--- src/rtl/ram_stream_ctrl.sv ---
// Stream FIFO controller over an external dual-port RAM (port A write, port B registered read).
// Defining RAM_STREAM_STATUS_EN adds the level and sticky overflow status outputs.
//   state   | meaning
//   IDLE    | nothing to present, out_valid low
//   WAIT    | RAM port B fetching the word at rptr
//   PRESENT | word at rptr on out_data, out_valid high
module ram_stream_ctrl #(
    parameter int WIDTH = 8,
    parameter int AW    = 3
) (
    input  logic             clk,
    input  logic             rst,
    input  logic             in_valid,
    output logic             in_ready,
    input  logic [WIDTH-1:0] in_data,
    output logic             out_valid,
    input  logic             out_ready,
    output logic [WIDTH-1:0] out_data,
    output logic             ram_we,
    output logic [AW-1:0]    ram_addr_a,
    output logic [AW-1:0]    ram_addr_b,
    output logic [WIDTH-1:0] ram_data_in,
    input  logic [WIDTH-1:0] ram_data_out_b
`ifdef RAM_STREAM_STATUS_EN
    ,
    output logic [AW:0]      level,
    output logic             overflow
`endif
);

    typedef enum logic [1:0] {S_IDLE, S_WAIT, S_PRESENT} state_t;

    localparam logic [AW:0] DEPTH_C = {1'b1, {AW{1'b0}}};

    state_t        state_q, state_d;
    logic [AW-1:0] wptr_q, wptr_d;
    logic [AW-1:0] rptr_q, rptr_d;
    logic [AW:0]   count_q, count_d;
    logic          full;
    logic          wr_acc;
    logic          rd_acc;

    assign full        = (count_q == DEPTH_C);
    assign in_ready    = !full;
    assign wr_acc      = in_valid && !full;
    assign rd_acc      = (state_q == S_PRESENT) && out_ready;

    assign ram_we      = wr_acc;
    assign ram_addr_a  = wptr_q;
    assign ram_data_in = in_data;
    assign ram_addr_b  = rptr_q;
    assign out_data    = ram_data_out_b;
    assign out_valid   = (state_q == S_PRESENT);

    always_comb begin
        wptr_d  = wptr_q;
        rptr_d  = rptr_q;
        count_d = count_q;
        if (wr_acc) wptr_d = wptr_q + AW'(1);
        if (rd_acc) rptr_d = rptr_q + AW'(1);
        if (wr_acc && !rd_acc) begin
            count_d = count_q + (AW+1)'(1);
        end else if (!wr_acc && rd_acc) begin
            count_d = count_q - (AW+1)'(1);
        end
    end

    // After a handshake the RAM needs one WAIT cycle to fetch the next word at the new rptr.
    always_comb begin
        state_d = state_q;
        case (state_q)
            S_IDLE:    if (count_q != '0) state_d = S_WAIT;
            S_WAIT:    state_d = S_PRESENT;
            S_PRESENT: if (out_ready) state_d = (count_d != '0) ? S_WAIT : S_IDLE;
            default:   state_d = S_IDLE;
        endcase
    end

    always_ff @(posedge clk or posedge rst) begin
        if (rst) begin
            state_q <= S_IDLE;
            wptr_q  <= '0;
            rptr_q  <= '0;
            count_q <= '0;
        end else begin
            state_q <= state_d;
            wptr_q  <= wptr_d;
            rptr_q  <= rptr_d;
            count_q <= count_d;
        end
    end

`ifdef RAM_STREAM_STATUS_EN
    logic overflow_q;

    always_ff @(posedge clk or posedge rst) begin
        if (rst) begin
            overflow_q <= 1'b0;
        end else if (in_valid && full) begin
            overflow_q <= 1'b1;
        end
    end

    assign level    = count_q;
    assign overflow = overflow_q;
`endif

endmodule

--- config.mk ---
export PLATFORM = sky130hd
export DESIGN_NAME = ram_stream_ctrl
export DESIGN_NICKNAME = d
export VERILOG_FILES = /design/src/rtl/ram_stream_ctrl.sv
export SDC_FILE = /design/constraint.sdc
export NUM_CORES = 1
export LEC_CHECK = 0
export BUFFER_PORTS_ARGS = -buffer_cell sky130_fd_sc_hd__buf_4
export CAP_MARGIN = 20
export CORE_ASPECT_RATIO = 1.5
export CORE_MARGIN = 3
export CORE_UTILIZATION = 35
export DETAILED_ROUTE_END_ITERATION = 12
export GPL_TIMING_DRIVEN = 0
export PLACE_DENSITY = 0.75
export SLEW_MARGIN = 5
export SYNTH_ARGS = -nofsm -noshare
export SYNTH_HDL_FRONTEND = slang
export SYNTH_SLANG_ARGS = --single-unit
--- constraint.sdc ---
create_clock -name clk -period 2.26 [get_ports clk]
set_clock_uncertainty 0.1 [all_clocks]
set_input_delay 0.565 -clock clk [delete_from_list [all_inputs] [get_ports clk]]
set_output_delay 0.565 -clock clk [all_outputs]
set_load 0.05 [all_outputs]
Word level (Yosys, flattened, before mapping)
Index checks and enable logic that the tools add are counted.

Bits in registers: 12. Input port bits: 20.

$add $sub $neg: 4. Equal/unequal tests: 5. Mux-type cells: 6. Reduce and logical (&&, ||, !) cells: 11.

Operators by type and width (count): 2-to-1 mux 4 bit (2); nonzero test 4 bit (2); adder 3 x 1 -> 3 bit (second input constant) (2); case mux 2 bit (3 select lines) (1); adder 4 x 1 -> 4 bit (second input constant) (1); equality test 4 bit (second input constant) (1); logical AND 1 bit (4); 2-to-1 mux 2 bit (2); subtractor 4 x 1 -> 4 bit (second input constant) (1); zero test 1 bit (3); equality test 2 x 1 -> 1 bit (second input constant) (1); equality test 2 bit (second input constant) (1); zero test 2 bit (1); inequality test 2 x 1 -> 1 bit (second input constant) (1); inequality test 2 bit (second input constant) (1); AND reduction 2 bit (1); 2-to-1 mux 1 bit (1).

Depth between registers and ports, before layout
Word-level depth: 11. Mapped depth: 8.

Worst setup path before layout
OpenSTA, ideal clock, no wires.

Kind: register to register. Start: reg count_q[0]. End: reg state_q[0]. Arrival time: 1889 ps. Stages on the path, launching flop included: 9. Required time: 2031 ps. Buffers on the path: 1. Path slack: 141 ps. Clock period less this slack: 2119 ps. Cell sequence: dfrtp_1 > inv_1 > ha_1 > nand3b_4 > and2_4 > buf_8 > xnor2_1 > or2_1 > o41a_1.

Cells in the longest elaborated chain, start to end: 11. Elaborated cells between the ends (all ways): 17. Those cells by class: add/sub (2); eq/ne (2); mux (5); reduce/logical (8).

RTL lines: start: declaration (RTL line 38) `logic [AW:0] count_q, count_d;`; start signal: assignment (RTL line 89) `count_q <= count_d;`; equality test 4 bit * (RTL line 43) `assign full = (count_q == DEPTH_C);`; zero test 1 bit *; net in_ready (RTL line 14) `output logic in_ready,`; logical AND 1 bit * (RTL line 45) `assign wr_acc = in_valid && !full;`; net ram_we (RTL line 19) `output logic ram_we,`; zero test 1 bit (RTL line 63) `end else if (!wr_acc && rd_acc) begin`; logical AND 1 bit (RTL line 63); 2-to-1 mux 4 bit (RTL line 63); 2-to-1 mux 4 bit * (RTL line 61) `if (wr_acc && !rd_acc) begin`; net count_d[0] (RTL line 38); nonzero test 4 bit * (RTL line 74) `S_PRESENT: if (out_ready) state_d = (count_d != '0) ? S_WAIT : S_IDLE;`; 2-to-1 mux 1 bit * (RTL line 74); 2-to-1 mux 2 bit * (RTL line 74); case mux 2 bit (3 select lines) * (RTL line 71) `case (state_q)`; end signal: assignment (RTL line 86) `state_q <= state_d;`; end: declaration (RTL line 35) `state_t state_q, state_d;`.

The timed path passes the listed nets; every way through them passes the cells marked *. The select of a mux whose other input is x is not followed. A chain may end at the register's enable or synchronous reset.

Worst setup path after layout
Start: reg count_q[1]. End: out ram_we.

Cells in the longest elaborated chain, start to end: 3.

RTL lines (RTL line): equality test 4 bit (43); zero test 1 bit (45); logical AND 1 bit (45); end: declaration (19).

Every way passes these cells.

==> flow_summary.toml <==
[sta]
layout_min_cycle_time_ns = 2.15
rsz0062_at_grt = "no"
setup_ws_ns = 0.107
tns_ns = 0
final-max-slew-violation-count = 0
clock.fmax_mhz = 465
setup_viol = 0
max_slew.worst_pin.slew_ns = 0.466
min_period_over_period = 0.953
final_hold_viol_count = 0
maxSlewHeadroom = 0.689

[die]
die_width_um = 44.8
initial_utilization = 0.380
die_h_um = 64.2
io_pins = 45
die_area_um2 = 2870
rows = 20
coreArea_um2 = 2080

[logic_synthesis]
yosys-top-cells-count = "buf_4, dfrtp_1, ha_1, inv_1, xnor2_1"
synth-edff-count = 0
async_flop_share = 1.00
synth_top_cell_by_area = "dfrtp_1"
yosysUniqueCellTypes = 26
synth_top_area_share = 0.380
synth_warnings = 0
synth_flop_cell = "dfrtp_1"
yosysMostFrequentCell = "buf_4"
netlist_instances = 71
ys_ff_latch = 12
synth.net_count = 96
synth_area_um2 = 790
synth_area_leaders = "dfrtp_1, buf_4, ha_1, xnor2_1, nand3b_4"
avgSynthCellArea_um2 = 11.1
yosysSeqAreaShare = 0.380

[clock_network]
cts_tree = "yes"
hold_buffers = 0
clk_pin_slew_ns = 0.07
h-tree-depth = 1
root_buffer = "clkbuf_4"
cts_buffer_depth = 2
cts_buffers = 3
cts.sinks = 12
insertion_delay_ns = 0.26

[grt]
grt_overflow = 0
grt_max_degree = 13
grt_pass1_wl_um = 2590
grt_usage = 0.118
first_global_vias = 650
grt_antenna_before_repair = 0

[routing]
drt_first_pass_iters = 2
avgViaCountPerCell = 4.84
drc_errors = 0
drt-total-wl_um = 1540
drt_iter0_drc = 9
vias = 610
wl_per_cell_um = 12.2
ant_nets = 0

[final_layout]
drive_gt1_frac = 0.587
utilization = 0.519
area_delta_synth_final_pct = 36.6
nets = 131
diodes = 0

[setup_path]
critPathMaxFanout = 7
crit_type = "reg2out"
crit_required_ns = 1.59
cp-end-kind = "output port"
critPathArrivalTime_ns = 1.49
cp-start-kind = "flop"

[placement]
dp_hpwl_um = 1260
place_ws_ns = 0.196
gp_congestion = 0.701
portBuffers = 28

[power]
p_leak_nw = 0.562
power.density_nw_per_um2 = 1410
ir_drop_mv = 1.03

[hold_path]
hold_class = "in2async"

[status]
status = "finished, final reports clean"

[job]
cap_violations = 0
[state kept, by name (all words and copies together) (netlist names)]
name,count
count_q,4
ram_addr_a,3
ram_addr_b,3
state_q,2
[power by group]
part / total [mW] / internal [mW] / switching [mW] / leakage [nW]
Combinational: 0.955 / 0.393 / 0.562 / 0.406
Clock: 0.124 / 0.0616 / 0.0621 / 0.0138
Sequential: 0.444 / 0.332 / 0.113 / 0.141
[path summary, 6_finish.rpt]
| kind | cells past startpoint | slack, ns | to | from |
|---|---|---|---|---|
| max | 6 | 0.11 | ram_we | count_q[1]$_DFF_PP0_ |
| min | 2 | 0.21 | ram_addr_b[2]$_DFFE_PP0P_ | rst |
| min in group clk | 1 | 0.37 | ram_addr_a[2]$_DFFE_PP0P_ | ram_addr_a[2]$_DFFE_PP0P_ |
| max in group asynchronous | 2 | 1.51 | count_q[1]$_DFF_PP0_ | rst |
| max reg2reg | 8 | 0.33 | state_q[0]$_DFFE_PP0P_ | count_q[1]$_DFF_PP0_ |
| min reg2reg | 1 | 0.37 | ram_addr_a[2]$_DFFE_PP0P_ | ram_addr_a[2]$_DFFE_PP0P_ |
[cell type report]
| class | instances | area [um^2] |
|---|---|---|
| fill | 188 | 998 |
| multi-input combinational | 37 | 348 |
| sequential | 12 | 302 |
| timing repair buffer | 30 | 225 |
| buffer | 17 | 135 |
| tap | 22 | 27.5 |
| clock buffer | 3 | 22.5 |
| inverter | 5 | 18.8 |
[metal layers]
layer	part of all wire	track usage	up-vias
met5	0	0	-
met4	0.0065	0.0549	0
met3	0.094	0.0225	4
met2	0.55	0.209	30
met1	0.35	0.129	285
li1	-	-	291
[stage by stage]
| step | instance area, um^2 | total power, mW | cells | hold WS (ns) |
|---|---|---|---|---|
| 6_report | 1080 | 1.52 | 126 | 0.210 |
| 5_1_grt | 1080 | 1.66 | 126 | 0.227 |
| 4_1_cts | 1050 | 1.49 | 124 | 0.213 |
| 3_5_place_dp | 1030 | 1.35 | 121 | 0.364 |
| 3_3_place_gp | 1030 | 1.32 | 121 | 0.360 |
| 2_1_floorplan | 790 | 1.12 | 71 | 0.330 |
[worst max-delay path, stage by stage, from the launching register on]
cell and delay (ns):
dfrtp_2 0.43, inv_2 0.08, ha_4 0.14, nand3b_4 0.09, and2_4 0.17, buf_8 0.12, buf_4 0.18
[kinds of logic (layout without fill, tap and decap cells)]
logic type,Yosys count,after routing,synth area share
AO/OA/AOI/OAI,8,8,0.0777
XOR/XNOR,8,8,0.0888
adder cells (fa/ha/maj),5,5,0.0792
buffers and inverters,22,55,0.195
flip-flops,12,12,0.380
multiplexers,3,3,0.0412
AND/OR/NAND/NOR,13,13,0.138
[layout by cell type (no fill, tap or decap)]
cell,instances
buf_4,46
or2_1,1
nand3b_4,2
xnor2_1,5
inv_1,3
nor2_1,1
nand2b_1,1
xor2_1,3
ha_4,1
buf_8,1
ha_1,4
nand2_1,1
o21ai_0,2
o22ai_1,1
o2bb2ai_1,1
and2_4,1
dfrtp_1,11
and3b_1,1
or4b_2,1
mux2i_1,1
a21oi_1,2
clkbuf_4,3
nand3_1,2
o41a_1,1
and3_1,1
inv_2,2
dfrtp_2,1
mux2_2,2
a2bb2oi_2,1
nor3_1,1
[repair_timing]
item,in CTS,in global routing
gates resized for setup,2,3
setup buffers,0,2
gates cloned,0,0
setup endpoints to repair,1,1
Note: power is estimated with default switching activity, not from simulation.
